File: src/rtl/admo_alu_arbiter_pkg.sv
// Shared definitions for the ALU arbiter and the ALU it fronts:
// operator codes, FSM state encoding and requester index type.
package admo_alu_arbiter_pkg;

  localparam int ARB_DATA_WIDTH = 32;

  localparam logic [3:0] ALU_ADD = 4'h0;
  localparam logic [3:0] ALU_SUB = 4'h1;
  localparam logic [3:0] ALU_AND = 4'h2;
  localparam logic [3:0] ALU_OR  = 4'h3;
  localparam logic [3:0] ALU_XOR = 4'h4;
  localparam logic [3:0] ALU_SLL = 4'h5;
  localparam logic [3:0] ALU_SRL = 4'h6;
  localparam logic [3:0] ALU_SLT = 4'h7;

  localparam int REQ_IDX_W = 1;
  typedef logic [REQ_IDX_W-1:0] req_idx_t;
  localparam req_idx_t REQ0 = 1'b0;
  localparam req_idx_t REQ1 = 1'b1;

  typedef enum logic {
    ARB_IDLE = 1'b0,
    ARB_RESP = 1'b1
  } arb_state_e;

endpackage

File: src/rtl/admo_alu_arbiter.sv
// Round-robin arbiter sharing one combinational ALU between two requesters,
// with a single registered result returned on a per-requester handshake.
module admo_alu_arbiter
  import admo_alu_arbiter_pkg::*;
#(
  parameter int DATA_WIDTH = ARB_DATA_WIDTH
) (
  input  logic                  clk_i,
  input  logic                  rst_i,
  input  logic                  req0_valid_i,
  output logic                  req0_ready_o,
  input  logic [DATA_WIDTH-1:0] req0_operand_a_i,
  input  logic [DATA_WIDTH-1:0] req0_operand_b_i,
  input  logic [3:0]            req0_operator_i,
  input  logic                  req1_valid_i,
  output logic                  req1_ready_o,
  input  logic [DATA_WIDTH-1:0] req1_operand_a_i,
  input  logic [DATA_WIDTH-1:0] req1_operand_b_i,
  input  logic [3:0]            req1_operator_i,
  output logic                  rsp0_valid_o,
  input  logic                  rsp0_ready_i,
  output logic [DATA_WIDTH-1:0] rsp0_result_o,
  output logic                  rsp1_valid_o,
  input  logic                  rsp1_ready_i,
  output logic [DATA_WIDTH-1:0] rsp1_result_o,
  output logic [DATA_WIDTH-1:0] alu_operand_a_o,
  output logic [DATA_WIDTH-1:0] alu_operand_b_o,
  output logic [3:0]            alu_operator_o,
  input  logic [DATA_WIDTH-1:0] alu_result_i
);

  arb_state_e            state_q, state_d;
  req_idx_t              owner_q, owner_d;
  req_idx_t              last_grant_q, last_grant_d;
  logic [DATA_WIDTH-1:0] result_q, result_d;

  logic     rsp_done;
  logic     slot_open;
  logic     gnt_vld;
  req_idx_t gnt;

  // On a tie the requester that did not win last time goes next.
  function automatic req_idx_t rr_pick(input logic v0, input logic v1,
                                       input req_idx_t last);
    if (v0 && v1) return (last == REQ0) ? REQ1 : REQ0;
    if (v0)       return REQ0;
    return REQ1;
  endfunction

  always_comb begin
    rsp_done  = (state_q == ARB_RESP) &&
                ((owner_q == REQ0) ? rsp0_ready_i : rsp1_ready_i);
    slot_open = (state_q == ARB_IDLE) || rsp_done;
    gnt       = rr_pick(req0_valid_i, req1_valid_i, last_grant_q);
    gnt_vld   = slot_open && (req0_valid_i || req1_valid_i);
  end

  assign req0_ready_o = gnt_vld && (gnt == REQ0);
  assign req1_ready_o = gnt_vld && (gnt == REQ1);

  always_comb begin
    alu_operand_a_o = '0;
    alu_operand_b_o = '0;
    alu_operator_o  = 4'h0;
    if (gnt_vld) begin
      if (gnt == REQ0) begin
        alu_operand_a_o = req0_operand_a_i;
        alu_operand_b_o = req0_operand_b_i;
        alu_operator_o  = req0_operator_i;
      end else begin
        alu_operand_a_o = req1_operand_a_i;
        alu_operand_b_o = req1_operand_b_i;
        alu_operator_o  = req1_operator_i;
      end
    end
  end

  // A completing response and a new accept may share a cycle; RESP is kept.
  always_comb begin
    state_d      = state_q;
    owner_d      = owner_q;
    last_grant_d = last_grant_q;
    result_d     = result_q;
    if (gnt_vld) begin
      state_d      = ARB_RESP;
      owner_d      = gnt;
      last_grant_d = gnt;
      result_d     = alu_result_i;
    end else if (rsp_done) begin
      state_d = ARB_IDLE;
    end
  end

  always_ff @(posedge clk_i) begin
    if (rst_i) begin
      state_q      <= ARB_IDLE;
      owner_q      <= REQ0;
      last_grant_q <= REQ1;
      result_q     <= '0;
    end else begin
      state_q      <= state_d;
      owner_q      <= owner_d;
      last_grant_q <= last_grant_d;
      result_q     <= result_d;
    end
  end

  assign rsp0_valid_o  = (state_q == ARB_RESP) && (owner_q == REQ0);
  assign rsp1_valid_o  = (state_q == ARB_RESP) && (owner_q == REQ1);
  assign rsp0_result_o = result_q;
  assign rsp1_result_o = result_q;

endmodule

File: config.mk
export PLATFORM = sky130hd
export DESIGN_NAME = admo_alu_arbiter
export DESIGN_NICKNAME = d
export VERILOG_FILES = /design/src/rtl/admo_alu_arbiter_pkg.sv /design/src/rtl/admo_alu_arbiter.sv
export SDC_FILE = /design/constraint.sdc
export NUM_CORES = 1
export LEC_CHECK = 0
export CAP_MARGIN = 40
export CORE_AREA = 2 2 120 122
export CTS_BUF_LIST = sky130_fd_sc_hd__clkbuf_16
export CTS_CLUSTER_SIZE = 10
export DETAILED_ROUTE_END_ITERATION = 10
export DIE_AREA = 0 0 122 124
export PLACE_DENSITY_LB_ADDON = 0.2
export SLEW_MARGIN = 0
export SYNTH_ARGS = -nofsm -noshare
export SYNTH_HDL_FRONTEND = slang
export SYNTH_SLANG_ARGS = --single-unit
File: constraint.sdc
create_clock -name clk_i -period 1.5 [get_ports clk_i]
set_input_delay 0.15 -clock clk_i [delete_from_list [all_inputs] [get_ports clk_i]]
set_output_delay 0.15 -clock clk_i [all_outputs]
set_load 0.03 [all_outputs]
==> results.json <==
{
  "multiInputGateArea_um2": 2252,
  "grt_start_max_net_pins": 63,
  "fmax_ghz": 0.5584,
  "syn_inst": 389,
  "core_um2": 13720,
  "htreeDepth": 2,
  "min_period_over_period": 1.194,
  "cts_made_buffers": 5,
  "cts_sinks": 35,
  "drt_iter0_markers": 151,
  "synth-seq-cells": 35,
  "power_leakage_nw": 3.004,
  "worstSetupEndpointType": "output port",
  "fillers": 1230,
  "layout_common_cells": "clkdlybuf4s50_1, o211ai_1, buf_6",
  "syn_area_per_cell_um2": 7.797,
  "via_per_inst": 5.219,
  "yosys.area.top_type": "o211ai_1",
  "cp-start-kind": "register",
  "die_w_um": 122,
  "crit_required_ps": 1350,
  "final-instance-count-excl-fill": 846,
  "root_buffer": "clkbuf_16",
  "die_area_um2": 15130,
  "start_util": 0.2211,
  "critPathMaxFanout": 7,
  "yosysSeqAreaShare": 0.2310,
  "rsz0062_at_grt": "true",
  "peakVddDrop_v": 0.0004058,
  "clkTransAtPathRegs_ps": 60,
  "pin_count": 310,
  "holdCritPathClass": "input port to register",
  "tightest_slew_ps": 454.5,
  "hold_viol": 0,
  "port_buffers": 309,
  "cts_tree": "built",
  "p_clk_frac": 0.211,
  "report.final.slew_viol_count": 0,
  "post-place-ws_ps": -270.3,
  "cts_buffer_depth": 2,
  "die_h_um": 124,
  "drt-total-wl_um": 16560,
  "maxCapViolations": 0,
  "combPwrFrac": 0.595,
  "layout_commonest_cell": "clkdlybuf4s50_1",
  "min_period_ps": 1791,
  "netlist_area_um2": 3033,
  "overflow": 0,
  "grt_pass1_vias": 4355,
  "route.detailed.drc": 0,
  "p_seq_frac": 0.194,
  "p_int_mw": 3.376,
  "finClkSkew_ps": 5.946,
  "clk_latency_ps": 280,
  "vias": 4415,
  "ant_nets": 0,
  "first_pass_iters": 4,
  "synth_top_cell_area_share": 0.3366,
  "setup_slack_ps": -290.9,
  "p_per_area_nw_per_um2": 754.9,
  "cts_hold_buf": 0,
  "yosys_warnings": 0,
  "wl_per_cell_um": 19.58,
  "crit_type": "register to output port",
  "ys_types": 27,
  "failed_checks": "negative setup slack",
  "status": "finished, violations left",
  "synth_area_leaders": "o211ai_1, dfxtp_1, a21oi_1",
  "grt_pass1_wl_um": 23490,
  "setup-violations-final": 95,
  "cp.arrival_ps": 1640,
  "final_layout_size_suffix_gt1_frac": 0.3173,
  "final_nets": 838,
  "timing.slew.headroom": 0.6938,
  "grtUsageTotal": 0.1961,
  "r2r_slack_ps": -50,
  "switching_power_mw": 2.174,
  "hpwl_um": 11260,
  "place_inst": 818,
  "area_growth_pct": 142.4,
  "antenna_found_initial": 1,
  "swShare": 0.3918,
  "seq_area_um2": 703.2,
  "globalplace.congestion": 0.8520,
  "rows": 43,
  "syn-num-nets": 563
}
[power by group through the flow]
stage | registers (mW) | logic, mW | clock network [mW]
after CTS | 1.08 | 3.19 | 1.19
after global routing | 1.09 | 3.47 | 1.22
after detailed placement | 1.10 | 2.93 | 0
final | 1.08 | 3.30 | 1.17
after global placement | 1.09 | 2.92 | 0
after floorplan | 1.22 | 1.49 | 0
[registers in the layout (all words and copies together) (netlist names)]
signal         flops
state_q            1
last_grant_q       1
owner_q            1
rsp0_result_o     32
[Yosys cell counts (all sizes together)]
cell,instances
o211ai,136
a21oi,69
buf,52
clkbuf,39
dfxtp,35
a22o,32
inv,5
a211oi,3
nor2,3
nor3,2
nor4,2
or3,2
and2,1
mux2,1
mux2i,1
nand2,1
nor2b,1
o21a,1
o21ai,1
o31ai,1
o41ai,1
[area by class of cell]
cell class / instances / share of cell area
inverter: 5 / 0.002553
clock inverter: 3 / 0.005956
sequential: 35 / 0.09564
timing repair buffer: 359 / 0.5415
antenna: 1 / 0.0003404
clock buffer: 5 / 0.01702
tap: 180 / 0.03063
multi-input combinational: 258 / 0.3063
[layer usage]
layer  vias to the layer above  share of wire  track usage
met5                         -              0            0
met4                         0          0.027      0.07184
met3                        27          0.084      0.04487
met2                       218           0.51       0.3495
met1                      2100           0.37       0.2295
li1                       2070              -            -
[cells by family (layout without fill, tap and decap cells)]
logic type,after synthesis,count (layout),share of synthesized area
AND/OR/NAND/NOR,12,12,0.02145
other,0,1,0
flip-flops,35,35,0.2310
buffers and inverters,96,372,0.1720
AO/OA/AOI/OAI,244,244,0.5685
multiplexers,2,2,0.007013
[critical path, cell delays in order, from the launching register on]
cell and delay, ps:
dfxtp_2 330, mux2_4 320, nor2_4 100, buf_6 140, buf_12 130, buf_16 150
a21oi_4 40, buf_6 150
[stage by stage]
stage          power, mW  setup TNS [ps]  area (µm²)  hold slack, ps  utilization
3_3_place_gp       4.012          -22430        6372           477.1       0.4645
5_1_grt            5.780          -23860        7352           350.7       0.5359
2_1_floorplan      2.717          -87.24        3293           282.6            -
3_5_place_dp       4.023          -22190        6372           487.1       0.4645
4_1_cts            5.467          -19840        7000           309.5       0.5103
6_report           5.550          -18600        7352           310.5       0.5359
[worst paths after layout]
check / cells past startpoint / end / start
worst max-delay path: 7 / alu_operand_b_o[29] / owner_q
worst min-delay path: 3 / state_q / req0_valid_i
worst max register to register: 6 / rsp0_result_o[28] / owner_q
worst min register to register: 1 / rsp0_result_o[20] / rsp0_result_o[20]
[repair_timing]
action	4_1_cts	5_1_grt
cloned	6	5
resized for setup	71	51
setup endpoints to repair	104	132
setup buffers	5	5
pin swaps	3	4
Power figures use the tool's default switching activity.
